File: config.mk
export PLATFORM = sky130hd
export DESIGN_NAME = g_logic_pipe
export DESIGN_NICKNAME = d
export VERILOG_FILES = /design/src/rtl/g_logic_pkg.sv /design/src/rtl/g_skid_reg.sv /design/src/rtl/g_logic_pipe.sv
export SDC_FILE = /design/constraint.sdc
export NUM_CORES = 1
export LEC_CHECK = 0
export ABC_AREA = 1
export CAP_MARGIN = 20
export CORE_ASPECT_RATIO = 0.5
export CORE_MARGIN = 2
export CORE_UTILIZATION = 28
export DETAILED_ROUTE_END_ITERATION = 10
export PLACE_DENSITY = 0.5
export SLEW_MARGIN = 20
export SYNTH_ARGS = -nofsm -noshare
export SYNTH_HDL_FRONTEND = slang
export SYNTH_SLANG_ARGS = --single-unit
export TNS_END_PERCENT = 5
File: constraint.sdc
create_clock -name Clk -period 3.49 [get_ports Clk]
set_input_delay 0.5235 -clock Clk [delete_from_list [all_inputs] [get_ports Clk]]
set_output_delay 0.5235 -clock Clk [all_outputs]
set_load 0.03 [all_outputs]
File: src/rtl/g_logic_pkg.sv
// Op encoding and per-bit evaluator shared by the pipelined logic unit and the
// combinational ALU gates.
package g_logic_pkg;

   localparam int OP_W = 3;

   typedef enum logic [OP_W-1:0] {
      G_AND  = 3'b000,
      G_OR   = 3'b001,
      G_XOR  = 3'b010,
      G_NOR  = 3'b011,
      G_NAND = 3'b100,
      G_XNOR = 3'b101,
      G_ANDN = 3'b110,
      G_PASS = 3'b111
   } g_op_e;

   // Single-bit evaluator; callers replicate it across the operand width.
   function automatic logic g_logic_eval(input g_op_e op, input logic a, input logic b);
      logic r;
      r = 1'b0;
      case (op)
         G_AND:   r = a & b;
         G_OR:    r = a | b;
         G_XOR:   r = a ^ b;
         G_NOR:   r = ~(a | b);
         G_NAND:  r = ~(a & b);
         G_XNOR:  r = ~(a ^ b);
         G_ANDN:  r = a & ~b;
         default: r = a;
      endcase
      return r;
   endfunction

endpackage

File: src/rtl/g_skid_reg.sv
// Two-entry valid/ready skid buffer: main register drives the output, skid
// register absorbs one beat while the consumer stalls. Ready is registered.
module g_skid_reg #(
   parameter int W = 32
) (
   input  logic         clk,
   input  logic         rst_n,
   input  logic         push_valid,
   output logic         push_ready,
   input  logic [W-1:0] push_data,
   output logic         pop_valid,
   input  logic         pop_ready,
   output logic [W-1:0] pop_data
);

   logic         main_vld, skid_vld, rdy_q;
   logic [W-1:0] main_q, skid_q;
   logic         main_vld_n, skid_vld_n;
   logic [W-1:0] main_n, skid_n;
   logic         accept, drain;

   assign accept = push_valid & rdy_q;
   assign drain  = main_vld & pop_ready;

   always_comb begin
      main_vld_n = main_vld;
      skid_vld_n = skid_vld;
      main_n     = main_q;
      skid_n     = skid_q;
      // ready is low whenever skid holds a beat, so accept and skid_vld never coincide
      if (skid_vld) begin
         if (drain) begin
            main_n     = skid_q;
            skid_vld_n = 1'b0;
         end
      end else if (accept) begin
         if (!main_vld || drain) begin
            main_n     = push_data;
            main_vld_n = 1'b1;
         end else begin
            skid_n     = push_data;
            skid_vld_n = 1'b1;
         end
      end else if (drain) begin
         main_vld_n = 1'b0;
      end
   end

   always_ff @(posedge clk or negedge rst_n) begin
      if (!rst_n) begin
         main_vld <= 1'b0;
         skid_vld <= 1'b0;
         rdy_q    <= 1'b0;
         main_q   <= '0;
         skid_q   <= '0;
      end else begin
         main_vld <= main_vld_n;
         skid_vld <= skid_vld_n;
         rdy_q    <= ~skid_vld_n;
         main_q   <= main_n;
         skid_q   <= skid_n;
      end
   end

   assign push_ready = rdy_q;
   assign pop_valid  = main_vld;
   assign pop_data   = main_q;

endmodule

File: src/rtl/g_logic_pipe.sv
// Pipelined bitwise logic unit: op eval at accept, result held in a skid buffer.
// G_LOGIC_PIPE_FLAGS_EN stores zero/all-ones flags alongside each result.
module g_logic_pipe
   import g_logic_pkg::*;
#(
   parameter int WIDTH = 32
) (
   input  logic             Clk,
   input  logic             Rst_n,
   input  logic             In_valid,
   output logic             In_ready,
   input  logic [OP_W-1:0]  Op,
   input  logic [WIDTH-1:0] In1,
   input  logic [WIDTH-1:0] In2,
   output logic             Out_valid,
   input  logic             Out_ready,
   output logic [WIDTH-1:0] Out,
   output logic             Out_zero,
   output logic             Out_ones
);

   logic [WIDTH-1:0] res;

   always_comb begin
      res = '0;
      for (int i = 0; i < WIDTH; i++)
         res[i] = g_logic_eval(g_op_e'(Op), In1[i], In2[i]);
   end

`ifdef G_LOGIC_PIPE_FLAGS_EN
   localparam int PW = WIDTH + 2;
   logic [PW-1:0] pay_in, pay_out;

   assign pay_in   = {~|res, &res, res};
   assign Out      = pay_out[WIDTH-1:0];
   assign Out_ones = pay_out[WIDTH];
   assign Out_zero = pay_out[WIDTH+1];
`else
   localparam int PW = WIDTH;
   logic [PW-1:0] pay_in, pay_out;

   assign pay_in   = res;
   assign Out      = pay_out;
   assign Out_ones = 1'b0;
   assign Out_zero = 1'b0;
`endif

   g_skid_reg #(.W(PW)) u_skid (
      .clk        (Clk),
      .rst_n      (Rst_n),
      .push_valid (In_valid),
      .push_ready (In_ready),
      .push_data  (pay_in),
      .pop_valid  (Out_valid),
      .pop_ready  (Out_ready),
      .pop_data   (pay_out)
   );

endmodule
==> results.yml <==
run_status:
  status: "completed"
timing:
  worst_slew_pin_slew_ns: 1.04
  fmax_ghz: 0.446
  fin_crit_sh_pct: 64.3
  rsz0062_at_grt: "false"
  hold_viol_final: 0
  maxSlewViolCount: 0
  setup_viol: 0
  fin_worst_skew_ns: 0.00781
  timing.final.crit_period_ns: 2.24
  final.setup.tns_ns: 0
  slew_headroom_pct: 30.9
placement:
  dpl.hpwl_um: 15000
  gp_congestion: 0.801
  place_area_mm2: 0.00839
  portBuffers: 104
clock_tree:
  postCtsHoldBufs: 0
  cts_setup_buffers: 0
  insertion_delay_ns: 0.35
  path_clk_slew_ns: 0.06
  cts_root_buf: "clkbuf_16"
  cts_buffers: 9
  cts_buffer_depth: 2
  cts_tree: "built"
  htree_num_levels: 3
  post_cts_resized: 0
  clock_sinks: 67
cells_and_area:
  register_area_mm2: 0.00168
  n_fill_cell: 2667
  fin_area_mm2: 0.00866
  antenna_cells: 0
  multi_input_area_mm2: 0.00453
  finalNetCount: 1323
  layout-drive-gt1-share_pct: 3.54
  area_delta_synth_final_pct: 20.6
global_routing:
  overflow: 0
  antenna_found_initial: 0
  globalRouteTotalUtil_pct: 17.6
  grt_pass1_vias: 7313
  grt_pass1_wl_um: 37700
  grt_max_degree: 97
detailed_routing:
  route.detailed.drc: 0
  num_vias: 7426
  drt_iter0_markers: 497
  ant_nets: 0
  first_pass_iters: 5
  drt-vias-per-instance: 4.94
  wirelength_um: 22900
  drt-wirelength-per-cell_um: 15.2
yosys:
  yosys_register_bits: 67
  ys.flop_type: "dfrtp_1"
  synth_fa_ha_area_share_pct: 16.7
  synthArstFlopShare_pct: 100
  synth_top_family_by_area: "simple AND/OR/NAND/NOR gates"
  synth_area_leaders: "dfrtp_1 23%, ha_1 17%, nand2_1 14%"
  ys_warn_count: 0
  synthCells: 1106
  synth_edf_count: 0
  syn_area_mm2: 0.00719
  synth_compound_area_share_pct: 3.69
  synth_mux_area_share_pct: 0
  synth_common_cells: "275 x nand2_1, 159 x nand4_1, 157 x inv_1, 112 x nor2_1, 96 x ha_1"
  yosys.area.top_type: "dfrtp_1"
  synth_cell_type_count: 20
  synth_area_per_cell_um2: 6.50
  synth_top_cell_area_share_pct: 23.3
  synth_most_common_cell: "nand2_1"
  synth-seq-area-share_pct: 23.3
  synth-simple-area-share_pct: 42.3
  synth-xor-area-share_pct: 0
floorplan:
  io_pins: 107
  core-area_mm2: 0.0252
  die_x_um: 231
  initial_core_util_pct: 28.5
  rows: 41
  die_h_um: 117
  die_area_mm2: 0.0270
setup_path:
  cp_max_fo: 28
  r2r_setup_slack_ns: 1.25
  cp.required_ns: 3.73
  cp.arrival_ns: 2.49
  startpoint_type: "flip-flop"
  rr_worst_depth: 9
  crit_type: "reg -> reg"
  worstSetupEndpointType: "flip-flop"
run:
  cap_violations: 0
power_and_ir_drop:
  leakagePower_nw: 4.60
  power.density_mw_per_mm2: 533
  ir_drop_v: 0.000237
hold_path:
  hold_class: "in -> async"
==> sequential cells by signal, indices dropped and copies added, names as in the netlist <==
signal and count:
u_skid.push_ready 1, u_skid.skid_vld 1, u_skid.skid_q 32, u_skid.pop_valid 1
u_skid.pop_data 32
==> per-stage QoR <==
stage	total power, W	instances	utilization, %	setup slack (ns)	hold WS (ns)
after floorplan	0.00283	1107	-	1.93	0.228
after global placement	0.00373	1489	33.3	0.972	0.464
after detailed placement	0.00376	1489	33.3	0.925	0.465
after CTS	0.00470	1502	34.4	1.21	0.369
after global routing	0.00502	1502	34.4	0.986	0.393
final	0.00462	1502	34.4	1.25	0.325
==> where the power goes <==
part,internal [W],switching (W)
registers,0.00115,0.000181
logic,0.000864,0.00153
clock network,0.000540,0.000361
==> layout make-up <==
type / count / area share [%]
well taps: 344 / 4.97
flip-flops and latches: 67 / 19.4
repair buffers: 120 / 13.3
inverters: 160 / 6.96
multi-input cells: 798 / 52.3
clock buffers: 10 / 2.64
clock inverters: 3 / 0.491
==> cell usage in the layout (no fill, tap or decap) <==
cell	instances
a21oi_1	26
inv_4	1
inv_1	157
conb_1	2
buf_2	1
clkdlybuf4s50_1	100
or2_2	1
nand3_1	66
nand3b_1	31
dfrtp_1	67
inv_2	2
nand4_1	159
buf_4	19
bufinv_16	1
o21ai_1	27
nor2_4	4
nand2_2	1
ha_1	96
nand2_1	274
clkbuf_1	1
clkinv_2	1
clkbuf_16	9
nor2_1	111
clkinvlp_4	1
==> routing by layer <==
layer  up-vias  part of all wire, %  routed length, um  GRT usage, %
li1       3704                    -                  -             -
met2       171                   46              10500          30.4
met3        19                  4.3                976          3.61
met4         0                  1.4                321          5.33
met5         -                    0                  0             0
met1      3532                   49              11100          22.5
==> cell families after synthesis <==
logic type,count (synthesis)
buffers and inverters,242
and+or+nand+nor,647
other,1
adders and majority gates,96
DFF,67
AOI/OAI and AO/OA,53
==> final timing paths <==
kind                                                       from                               to
min in group Clk                u_skid.pop_data[28]$_DFFE_PN0P_  u_skid.pop_data[28]$_DFFE_PN0P_
worst max-delay path                  u_skid.skid_vld$_DFF_PN0_   u_skid.pop_data[4]$_DFFE_PN0P_
worst min-delay path                                      Rst_n   u_skid.pop_data[6]$_DFFE_PN0P_
worst min register to register  u_skid.pop_data[28]$_DFFE_PN0P_  u_skid.pop_data[28]$_DFFE_PN0P_
worst max register to register        u_skid.skid_vld$_DFF_PN0_   u_skid.pop_data[4]$_DFFE_PN0P_
max in group asynchronous                                 Rst_n  u_skid.pop_data[28]$_DFFE_PN0P_
==> worst max-delay path, stage by stage, from the launching register on <==
cell and delay (ns):
dfrtp_1 0.32, buf_4 0.36, inv_2 0.08, nand3_1 0.14
o21ai_1 0.11, nand2_2 0.48, buf_4 0.41, a21oi_1 0.07
nand2_1 0.11, nand2_1 0.06
Note: power is estimated with default switching activity, not from simulation.
